==> config.mk <==
export PLATFORM = sky130hd
export DESIGN_NAME = fv_commit_tracker
export DESIGN_NICKNAME = d
export VERILOG_FILES = /design/src/rtl/fv_commit_tracker.sv
export SDC_FILE = /design/constraint.sdc
export NUM_CORES = 1
export LEC_CHECK = 0
export CAP_MARGIN = 20
export CORE_ASPECT_RATIO = 0.8
export CORE_UTILIZATION = 50
export CTS_CLUSTER_DIAMETER = 30
export CTS_CLUSTER_SIZE = 10
export DETAILED_ROUTE_END_ITERATION = 7
export PLACE_DENSITY = 0.66
export SLEW_MARGIN = 10
export SYNTH_ARGS = -nofsm -noshare
export SYNTH_HDL_FRONTEND = slang
export SYNTH_SLANG_ARGS = --single-unit
==> constraint.sdc <==
create_clock -name clk -period 11.2 [get_ports clk]
set_input_delay 1.68 -clock clk [delete_from_list [all_inputs] [get_ports clk]]
set_output_delay 1.68 -clock clk [all_outputs]
set_load 0.05 [all_outputs]
==> src/rtl/fv_commit_tracker.sv <==
// In-order issue/commit tracking buffer for the formal harness.
// Records IF->EX issues and presents each committed entry one cycle after commit.
module fv_commit_tracker #(
    parameter int unsigned DEPTH   = 8,
    parameter int unsigned ADDR_W  = 32,
    parameter int unsigned INSTR_W = 32,
    parameter int unsigned SEQ_W   = 8
) (
    input  logic                         clk,
    input  logic                         reset_,
    input  logic                         issue_valid,
    input  logic [ADDR_W-1:0]            issue_pc,
    input  logic [INSTR_W-1:0]           issue_instr,
    input  logic                         issue_stall,
    input  logic                         kill,
    input  logic                         commit,
    output logic                         ret_valid,
    output logic [ADDR_W-1:0]            ret_pc,
    output logic [INSTR_W-1:0]           ret_instr,
    output logic [SEQ_W-1:0]             ret_seq,
    output logic [$clog2(DEPTH+1)-1:0]   count,
    output logic                         empty,
    output logic                         full,
    output logic                         err_overflow,
    output logic                         err_underflow
);

    localparam int unsigned PTR_W = $clog2(DEPTH);
    localparam int unsigned CNT_W = $clog2(DEPTH+1);

    // Entry storage; contents are don't-care after reset, so no reset here.
    logic [ADDR_W-1:0]  r_mem_pc    [DEPTH];
    logic [INSTR_W-1:0] r_mem_instr [DEPTH];
    logic [SEQ_W-1:0]   r_mem_seq   [DEPTH];

    logic [PTR_W-1:0]   r_wr_ptr;
    logic [PTR_W-1:0]   r_rd_ptr;
    logic [CNT_W-1:0]   r_count;
    logic [SEQ_W-1:0]   r_seq_cnt;
    logic               r_empty;
    logic               r_full;
    logic               r_err_overflow;
    logic               r_err_underflow;
    logic               r_ret_valid;
    logic [ADDR_W-1:0]  r_ret_pc;
    logic [INSTR_W-1:0] r_ret_instr;
    logic [SEQ_W-1:0]   r_ret_seq;

    logic               w_push_req;
    logic               w_push;
    logic               w_pop;
    logic               w_overflow;
    logic               w_underflow;
    logic [PTR_W-1:0]   w_rd_ptr_nxt;
    logic [PTR_W-1:0]   w_wr_ptr_nxt;
    logic [CNT_W-1:0]   w_count_nxt;

    // A push into a full buffer is only accepted when a pop frees a slot the same cycle.
    assign w_push_req  = issue_valid & ~issue_stall & ~kill;
    assign w_pop       = commit & ~r_empty;
    assign w_push      = w_push_req & (~r_full | w_pop);
    assign w_overflow  = w_push_req & r_full & ~commit;
    assign w_underflow = commit & r_empty;

    always_comb begin
        w_rd_ptr_nxt = r_rd_ptr;
        if (w_pop) begin
            w_rd_ptr_nxt = r_rd_ptr + PTR_W'(1);
        end
    end

    // Kill drops everything left after a same-cycle pop.
    always_comb begin
        w_wr_ptr_nxt = r_wr_ptr;
        if (kill) begin
            w_wr_ptr_nxt = w_rd_ptr_nxt;
        end else if (w_push) begin
            w_wr_ptr_nxt = r_wr_ptr + PTR_W'(1);
        end
    end

    always_comb begin
        w_count_nxt = r_count;
        if (kill) begin
            w_count_nxt = '0;
        end else if (w_push && !w_pop) begin
            w_count_nxt = r_count + CNT_W'(1);
        end else if (!w_push && w_pop) begin
            w_count_nxt = r_count - CNT_W'(1);
        end
    end

    always_ff @(posedge clk) begin
        if (w_push) begin
            r_mem_pc[r_wr_ptr]    <= issue_pc;
            r_mem_instr[r_wr_ptr] <= issue_instr;
            r_mem_seq[r_wr_ptr]   <= r_seq_cnt;
        end
    end

    always_ff @(posedge clk or negedge reset_) begin
        if (!reset_) begin
            r_wr_ptr        <= '0;
            r_rd_ptr        <= '0;
            r_count         <= '0;
            r_seq_cnt       <= '0;
            r_empty         <= 1'b1;
            r_full          <= 1'b0;
            r_err_overflow  <= 1'b0;
            r_err_underflow <= 1'b0;
        end else begin
            r_wr_ptr  <= w_wr_ptr_nxt;
            r_rd_ptr  <= w_rd_ptr_nxt;
            r_count   <= w_count_nxt;
            r_empty   <= (w_count_nxt == '0);
            r_full    <= (w_count_nxt == CNT_W'(DEPTH));
            // Tag is never rewound on kill so post-flush tags stay unique.
            if (w_push) begin
                r_seq_cnt <= r_seq_cnt + SEQ_W'(1);
            end
            if (w_overflow) begin
                r_err_overflow <= 1'b1;
            end
            if (w_underflow) begin
                r_err_underflow <= 1'b1;
            end
        end
    end

    // Retire port: fields hold their last value when nothing pops.
    always_ff @(posedge clk or negedge reset_) begin
        if (!reset_) begin
            r_ret_valid <= 1'b0;
            r_ret_pc    <= '0;
            r_ret_instr <= '0;
            r_ret_seq   <= '0;
        end else begin
            r_ret_valid <= w_pop;
            if (w_pop) begin
                r_ret_pc    <= r_mem_pc[r_rd_ptr];
                r_ret_instr <= r_mem_instr[r_rd_ptr];
                r_ret_seq   <= r_mem_seq[r_rd_ptr];
            end
        end
    end

    assign ret_valid     = r_ret_valid;
    assign ret_pc        = r_ret_pc;
    assign ret_instr     = r_ret_instr;
    assign ret_seq       = r_ret_seq;
    assign count         = r_count;
    assign empty         = r_empty;
    assign full          = r_full;
    assign err_overflow  = r_err_overflow;
    assign err_underflow = r_err_underflow;

endmodule

==> results.sh <==
export IMPL_portBuffers=150
export IMPL_yosysWarnings=0
export IMPL_cp_max_fo=48
export IMPL_period_share_pct=44.6
export IMPL_async_flop_share_pct=14.2
export IMPL_endpoint_kind="flip-flop"
export IMPL_peakVddDrop_uv=202
export IMPL_drtIter0Drc=912
export IMPL_drv_cap=0
export IMPL_final_nets=1485
export IMPL_fin_tns_setup_ns=0
export IMPL_start_util_pct=50.7
export IMPL_overflow=0
export IMPL_synth_compound_area_share_pct=1.93
export IMPL_rows=73
export IMPL_vias_per_cell=5.53
export IMPL_synth_fa_ha_area_share_pct=0.248
export IMPL_hp_class="flip-flop to flip-flop"
export IMPL_synthTopCellsByArea="edfxtp_1, mux4_2, dfrtp_1, mux2i_1, nand2_1"
export IMPL_dieHeight_um=203
export IMPL_p_seq_share_pct=35.9
export IMPL_io_pin_count=151
export IMPL_worst_path_buf_inv=2
export IMPL_worstHoldStart="err_underflow"
export IMPL_htreeDepth=3
export IMPL_firstDrtPassIters=6
export IMPL_route_detailed_drc=0
export IMPL_gp_congestion=0.714
export IMPL_synthFlopType="edfxtp_1"
export IMPL_p_int_mw=6.23
export IMPL_synth_xor_area_share_pct=0.417
export IMPL_critPathRequiredTime_ns=11.46
export IMPL_power_leakage_nw=10.8
export IMPL_cpPeakStageDelay_ns=0.79
export IMPL_vias=12075
export IMPL_die_w_um=253
export IMPL_ys_types=45
export IMPL_muxShareOfSynthArea_pct=15.8
export IMPL_synthCells=1182
export IMPL_hold_buffers=0
export IMPL_hold_viol_final=0
export IMPL_wl_per_cell_um=23.1
export IMPL_crit_arrival_ns=5.26
export IMPL_syn2layout_area_growth_pct=24.9
export IMPL_cts_buffers=113
export IMPL_drv_slew=0
export IMPL_cp_start_kind="input pin"
export IMPL_clk_pin_slew_ns=0.05
export IMPL_synth_area_um2=25200
export IMPL_grt_setup_unrepaired="no"
export IMPL_root_buffer="clkbuf_16"
export IMPL_fin_worst_skew_ns=0.0206
export IMPL_critPathLaunch="kill"
export IMPL_timing_fmax_mhz=200
export IMPL_synth_edff_count=576
export IMPL_path_cells="clkdlybuf4s50_1, nor3b_2, a21boi_4, nand2_1, nor2_4, buf_4"
export IMPL_ctsResizeCount=0
export IMPL_fin_crit_ns=4.99
export IMPL_grt_pass1_wl_um=78000
export IMPL_clock_power_share_pct=40.0
export IMPL_setup_viol=0
export IMPL_combPwrFrac_pct=24.1
export IMPL_avgSynthCellArea_um2=21.3
export IMPL_synth_simple_area_share_pct=2.24
export IMPL_syn_num_nets=1257
export IMPL_worst_skew_pair_late_latency_ns=0.65
export IMPL_postCtsSetupBuffers=0
export IMPL_ys_ff_latch=671
export IMPL_max_slew_margin_pct=27.1
export IMPL_synth_most_common_cell="edfxtp_1"
export IMPL_status="finished, final reports clean"
export IMPL_cts_tree="done"
export IMPL_synth_top_family_by_area="multiplexers"
export IMPL_grt_use_total_pct=20.6
export IMPL_worst_pin_slew_ns=1.09
export IMPL_grt_pass1_vias=12956
export IMPL_antenna_found_initial=4
export IMPL_switching_share_pct=30.0
export IMPL_worst_setup_path_type="input pin to flip-flop"
export IMPL_drtAntennaViolNets=0
export IMPL_drive_gt1_share_pct=25.5
export IMPL_synth_top_area_share_pct=68.6
export IMPL_power_switching_mw=2.67
export IMPL_rr_startpoint="r_rd_ptr[0]"
export IMPL_timing_hold_ws_ns=0.455
export IMPL_cp_top_family="simple AND/OR/NAND/NOR gates"
export IMPL_die_area_um2=51300
export IMPL_power_density_nw_per_um2=283
export IMPL_n_antenna_cell=0
export IMPL_drt_total_wl_um=50400
export IMPL_synth_top_area_cell="edfxtp_1"
export IMPL_cts_sinks=671
export IMPL_cpMaxStageDelayCell="nor2_4"
export IMPL_grt_max_degree=107
export IMPL_num_fill_cells=3429
export IMPL_dp_hpwl_um=26700
export IMPL_yosysSeqAreaShare_pct=78.1
export IMPL_core_area_um2=49700
export IMPL_synthTopCellsByCount="edfxtp_1, mux4_2, dfrtp_1"
export IMPL_clock_path_buffers=3
## path summary, 6_finish.rpt
check | to | slack [ns] | depth (start not counted)
setup / recovery | r_mem_pc[7][0] | 6.21 | 6
hold / removal | err_underflow | 0.46 | 1
setup reg to reg | ret_instr[22] | 7.63 | 5
hold reg to reg | err_underflow | 0.46 | 1
max in group asynchronous | r_rd_ptr[1] | 8.87 | 2
min in group asynchronous | ret_instr[3] | 1.01 | 1
## flip-flops by register name, summed over array words and instances, names as in the netlist, 3 cells and up
name / cells
ret_pc: 32
ret_seq: 8
r_rd_ptr: 3
r_seq_cnt: 8
ret_instr: 32
r_wr_ptr: 3
r_mem_seq: 64
count: 4
r_mem_pc: 256
r_mem_instr: 256
## cell type report
class | instances | area, µm² | share of cell area [%]
sequential | 671 | 19700 | 62.5
multi-input combinational | 447 | 5260 | 16.7
clock buffer | 128 | 2960 | 9.39
timing repair buffer | 172 | 1660 | 5.29
clock inverter | 85 | 1040 | 3.32
tap | 675 | 845 | 2.68
inverter | 5 | 21.3 | 0.0676
## power by group through the flow
stage               clock network [mW]  logic (mW)  registers (mW)
floorplan                            0        1.16            3.60
global placement                     0        2.17            3.23
detailed placement                   0        2.18            3.24
CTS                               3.61        2.19            3.20
global route                      3.73        2.30            3.22
finish                            3.56        2.15            3.19
## cell usage in the layout, fill, tap and decap left out, drive strengths merged, types with 2 or more instances in the layout
cell type | netlist | layout
nand2b | 4 | 4
clkinv | 0 | 37
clkdlybuf4s50 | 0 | 149
nor3b | 2 | 2
bufinv | 0 | 19
mux2i | 72 | 72
inv | 5 | 19
dfrtp | 94 | 94
nor2b | 2 | 2
and3 | 2 | 2
nor2 | 10 | 10
xnor2 | 9 | 9
o311ai | 2 | 2
ha | 5 | 5
nand2 | 88 | 88
clkbuf | 20 | 128
buf | 39 | 23
nor4 | 2 | 2
nand4 | 2 | 2
o21ai | 75 | 75
mux2 | 2 | 2
a31o | 2 | 2
nor3 | 6 | 6
mux4 | 144 | 144
clkinvlp | 0 | 15
edfxtp | 576 | 576
a21o | 2 | 2
nand3 | 3 | 3
xor2 | 3 | 3
## stage by stage
step,power [mW],std cells,utilization (%),instance area (µm²),setup WS (ns)
after detailed placement,5.42,1970,55.3,27500,5.51
final,8.90,2183,63.4,31500,6.21
after floorplan,4.76,1182,-,25200,1.48
after global placement,5.40,1970,55.3,27500,5.59
after global routing,9.26,2183,63.4,31500,6.00
after CTS,9.00,2183,63.4,31500,6.20
## routing by layer
| metal | GRT usage (%) | up-vias | wire [µm] |
|---|---|---|---|
| met1 | 29.8 | 6350 | 22500 |
| met4 | 6.36 | 6 | 942 |
| li1 | - | 5301 | - |
| met3 | 4.64 | 86 | 2780 |
| met5 | 0 | - | 46 |
| met2 | 31.5 | 332 | 24100 |
## kinds of logic (layout without fill, tap and decap cells)
group           after synthesis  count (layout)
flops                       671             671
mux                         218             218
simple gates                125             125
compound gates               87              87
buf+inv                      64             390
xor+xnor                     12              12
fa+ha+maj                     5               5
Power figures use the tool's default switching activity.
==> edit 1: new RTL, config.mk and constraints unchanged <==
Change the parameter `SEQ_W` from 8 to 12.
--- a/src/rtl/fv_commit_tracker.sv
+++ b/src/rtl/fv_commit_tracker.sv
@@ -4,7 +4,7 @@
     parameter int unsigned DEPTH   = 8,
     parameter int unsigned ADDR_W  = 32,
     parameter int unsigned INSTR_W = 32,
-    parameter int unsigned SEQ_W   = 8
+    parameter int unsigned SEQ_W   = 12
 ) (
     input  logic                         clk,
     input  logic                         reset_,
Interface: changed (resized ret_seq); port bits go from 151 to 155. No check against the original RTL was run, so the function may have changed too.
==> edit 1 against the original RTL <==
Final area increased by 5.6%. Synthesized cell count grew 6.5%. Worst setup slack worse by 0.13 ns. Area after synthesis is 5.8% higher. Power increased by 4.6%. Combinational power grew 5%. Maximum frequency down 2.5%. Core utilization decreased by 0.082 points. Sequential share of layout area up 0.16 points. First-iteration DRC count rose by 5.6%. Count of clock-buffer cells in the layout grew 28. Non-clock buffer count increased by 6. Routed wire length increased by 5.4%. Sequential cell count rose by 40. Largest cell class unchanged.
==> edit 1: results <==
export IMPL_status="complete, no violations"
export IMPL_post_cts_setup_buffer_count=0
export IMPL_crit_arrival_ns=5.38
export IMPL_hp_start="err_underflow$_DFFE_PN0P_"
export IMPL_cts_buffers=119
export IMPL_antenna_found_initial=0
export IMPL_drt_initial_drc_count=963
export IMPL_reg_top3="r_mem_instr (256), r_mem_pc (256), r_mem_seq (96)"
export IMPL_r2r_start="empty$_DFF_PN1_"
export IMPL_crit_start="kill"
export IMPL_synthArstFlopShare_pct=14.5
export IMPL_grt_pass1_wl_mm=82.7
export IMPL_clk_latency_ns=0.65
export IMPL_htreeDepth=3
export IMPL_cts_buffer_depth=3
export IMPL_leakage_nw=11.4
export IMPL_ys_warn_count=0
export IMPL_place_hpwl_mm=28.7
export IMPL_synthTopCellsByArea="edfxtp_1, mux4_2, dfrtp_1"
export IMPL_synthesis_nets=1334
export IMPL_avgViaCountPerCell=5.58
export IMPL_cp_slowest_cell="buf_4"
export IMPL_slowest_delay_ns=0.80
export IMPL_cts_root_buffer="clkbuf_16"
export IMPL_synth_cell_types=43
export IMPL_routedWlPerCell_um=23.2
export IMPL_grt_pass1_vias=13668
export IMPL_grt_use_total_pct=20.5
export IMPL_path_delay_family="simple AND/OR/NAND/NOR gates"
export IMPL_clock_skew_ns=0.0131
export IMPL_drc_errors=0
export IMPL_fill_cells=3520
export IMPL_drive_gt1_share_pct=25.0
export IMPL_r2r_setup_slack_ns=7.47
export IMPL_diodes=0
export IMPL_path_clk_slew_ns=0.05
export IMPL_gp_congestion=0.753
export IMPL_grt_start_max_net_pins=83
export IMPL_yosys_top_cells_count="edfxtp_1, mux4_2, dfrtp_1, nand2_1, o21ai_0"
export IMPL_ctsResizeCount=0
export IMPL_ir_drop_uv=158
export IMPL_tightest_slew_ns=1.09
export IMPL_whs_path_depth=1
export IMPL_hold_class="reg2reg"
export IMPL_setup_viol=0
export IMPL_first_pass_iters=5
export IMPL_cp_max_fo=50
export IMPL_nets=1570
export IMPL_reg2reg_depth=5
export IMPL_ys_seq_area_share_pct=78.2
export IMPL_port_buffers=154
export IMPL_synth_edf_count=608
-- edit 1: cell types whose count changed in the layout (fill, tap and decap cells not counted), sizes merged, moves of 4 or more --
cell           unedited run  this run
clkdlybuf4s50           149       153
mux2i                    72        76
clkinv                   37        29
nand2                    88        95
mux4                    144       152
edfxtp                  576       608
nor2                     10        14
bufinv                   19        15
clkbuf                  128       156
inv                      19        13
dfrtp                    94       102
o21ai                    75        79
-- edit 1: cell type report --
| cell class | count | area share [%] |
|---|---|---|
| Inverter | 5 | 0.0564 |
| Timing Repair Buffer | 178 | 5.24 |
| Sequential cell | 711 | 62.7 |
| Clock inverter | 70 | 2.44 |
| Clock buffer | 156 | 10.1 |
| Tap cell | 693 | 2.61 |
| Multi-Input combinational cell | 480 | 16.8 |
-- edit 1: logic make-up (layout without fill, tap and decap cells) --
group	count (synthesis)	after routing	synth area share (%)
mux	230	230	15.8
fa+ha+maj	5	5	0.235
compound gates	92	92	1.88
xor+xnor	16	16	0.526
simple gates	137	137	2.33
buf+inv	68	409	1.07
flops	711	711	78.2
-- edit 1: final timing paths --
path                                        endpoint
setup / recovery           r_mem_pc[5][26]$_DFFE_PP_
hold / removal             err_underflow$_DFFE_PN0P_
setup reg to reg           r_mem_pc[5][26]$_DFFE_PP_
hold reg to reg            err_underflow$_DFFE_PN0P_
max in group asynchronous      r_rd_ptr[0]$_DFF_PN0_
min in group asynchronous     ret_pc[22]$_DFFE_PN0P_
-- edit 1: through the flow --
step	setup WS (ns)	utilization, %	hold WS (ns)	cells	instance area (um^2)
floorplan	0.925	-	0.546	1259	26700
global placement	5.48	55.3	0.441	2066	29000
detailed placement	5.42	55.3	0.444	2067	29100
CTS	6.10	63.3	0.456	2293	33300
global route	5.91	63.3	0.463	2293	33300
finish	6.08	63.3	0.457	2293	33300
-- edit 1: power breakdown --
| group | total (mW) | switching, mW | internal, mW |
|---|---|---|---|
| registers | 3.37 | 0.218 | 3.15 |
| clock network | 3.68 | 1.22 | 2.46 |
| logic | 2.26 | 1.31 | 0.953 |
-- edit 1: metal layers --
| metal | global-route usage, % | routed length [um] | up-vias | share of wire [%] |
|---|---|---|---|---|
| li1 | - | - | 5617 | - |
| met1 | 29.8 | 23600 | 6726 | 44 |
| met2 | 31.8 | 25500 | 379 | 48 |
| met3 | 4.43 | 3140 | 74 | 5.9 |
| met4 | 5.30 | 860 | 0 | 1.6 |
| met5 | 0 | 0 | - | 0 |
==> edit 2: new RTL, same settings <==
Without the edit above. Reset style: synchronous (`reset_`), changed in 2 clocked blocks.
--- a/src/rtl/fv_commit_tracker.sv
+++ b/src/rtl/fv_commit_tracker.sv
@@ -98,7 +98,7 @@
         end
     end
 
-    always_ff @(posedge clk or negedge reset_) begin
+    always_ff @(posedge clk) begin
         if (!reset_) begin
             r_wr_ptr        <= '0;
             r_rd_ptr        <= '0;
@@ -128,7 +128,7 @@
     end
 
     // Retire port: fields hold their last value when nothing pops.
-    always_ff @(posedge clk or negedge reset_) begin
+    always_ff @(posedge clk) begin
         if (!reset_) begin
             r_ret_valid <= 1'b0;
             r_ret_pc    <= '0;
Behaviour: differs if reset_ is asserted again (counterexample within 4 cycles, from zero or initial values and one cycle with reset_ low); with reset_ held inactive, the same outputs for 4 cycles.
==> edit 2 against the original RTL <==
Final area decreased by 0.64%. Worst setup slack improved by 0.27 ns. Sequential cell count unchanged. Critical path type unchanged. Sequential share of layout area decreased by 1.1 points. Critical path depth unchanged. Routed wire length decreased by 0.12%. Area after synthesis decreased by 0.22%. Count of clock-buffer cells in the layout increased by 16. Highest routed layer unchanged.
Power is not compared: it rests on default switching activity, and its combinational part moved more than twofold at a synthesized area within 25%.
==> edit 2: results <==
export IMPL_grt_pass1_wl_mm=77.2
export IMPL_slowest_delay_ns=0.86
export IMPL_synthAdderAreaFrac_pct=0.249
export IMPL_r2r_setup_slack_ns=8.12
export IMPL_wl_met3_mm=2.37
export IMPL_synth_compound_area_share_pct=3.48
export IMPL_grt_pass1_vias=12900
export IMPL_synthArstFlopShare_pct=0
export IMPL_place_hpwl_mm=26.2
export IMPL_routedWlPerCell_um=23.0
export IMPL_synthesis_nets=1275
export IMPL_drt_initial_drc_count=813
export IMPL_dp_slack_ns=5.81
export IMPL_tightest_slew_ns=0.971
export IMPL_first_pass_iters=5
export IMPL_yosys_top_cells_count="edfxtp_1, mux4_2, dfxtp_1, nand2_1, o211a_1"
export IMPL_vias=12128
export IMPL_synth_cell_types=44
export IMPL_ys_seq_area_share_pct=76.3
export IMPL_synthMuxAreaShare_pct=15.8
export IMPL_use_met1_pct=27.4
export IMPL_drive_gt1_share_pct=24.2
export IMPL_gp_congestion=0.742
export IMPL_clock_skew_ns=0.0170
export IMPL_use_met2_pct=33.3
export IMPL_dpl_cell_area_um2=27400
export IMPL_nets=1497
export IMPL_antenna_found_initial=2
export IMPL_grt_use_met3_pct=4.62
export IMPL_fill_cells=3410
export IMPL_cp_max_fo=55
export IMPL_synthTopCellsByArea="edfxtp_1, mux4_2, dfxtp_1"
export IMPL_holdWs_ns=0.462
export IMPL_status="complete, no violations"
export IMPL_grt_use_total_pct=20.3
export IMPL_avgViaCountPerCell=5.53
export IMPL_wl_met2_mm=25.2
export IMPL_grt_start_max_net_pins=91
export IMPL_ys_warn_count=0
## edit 2: worst paths after layout
kind | from | to | depth (start not counted)
worst max-delay path | kill | r_mem_pc[7][17]$_DFFE_PP_ | 6
worst min-delay path | err_overflow$_SDFFE_PN0P_ | err_overflow$_SDFFE_PN0P_ | 1
worst min register to register | err_overflow$_SDFFE_PN0P_ | err_overflow$_SDFFE_PN0P_ | 1
worst max register to register | empty$_SDFF_PN1_ | r_mem_pc[7][17]$_DFFE_PP_ | 5
## edit 2: final cells by class
type / instances / area [um^2] / share of cell area (%)
Timing Repair Buffer: 174 / 1690 / 5.41
Clock buffer: 144 / 3130 / 10.0
Clock inverter: 69 / 693 / 2.22
Inverter: 4 / 15.0 / 0.0480
Multi-Input combinational cell: 456 / 5690 / 18.2
Sequential cell: 671 / 19200 / 61.4
Tap cell: 675 / 845 / 2.70
## edit 2: power breakdown
part	internal, mW	total (mW)	switching [mW]
Combinational	0.0904	0.219	0.128
Clock	2.24	3.38	1.14
Sequential	2.74	2.75	0.0143
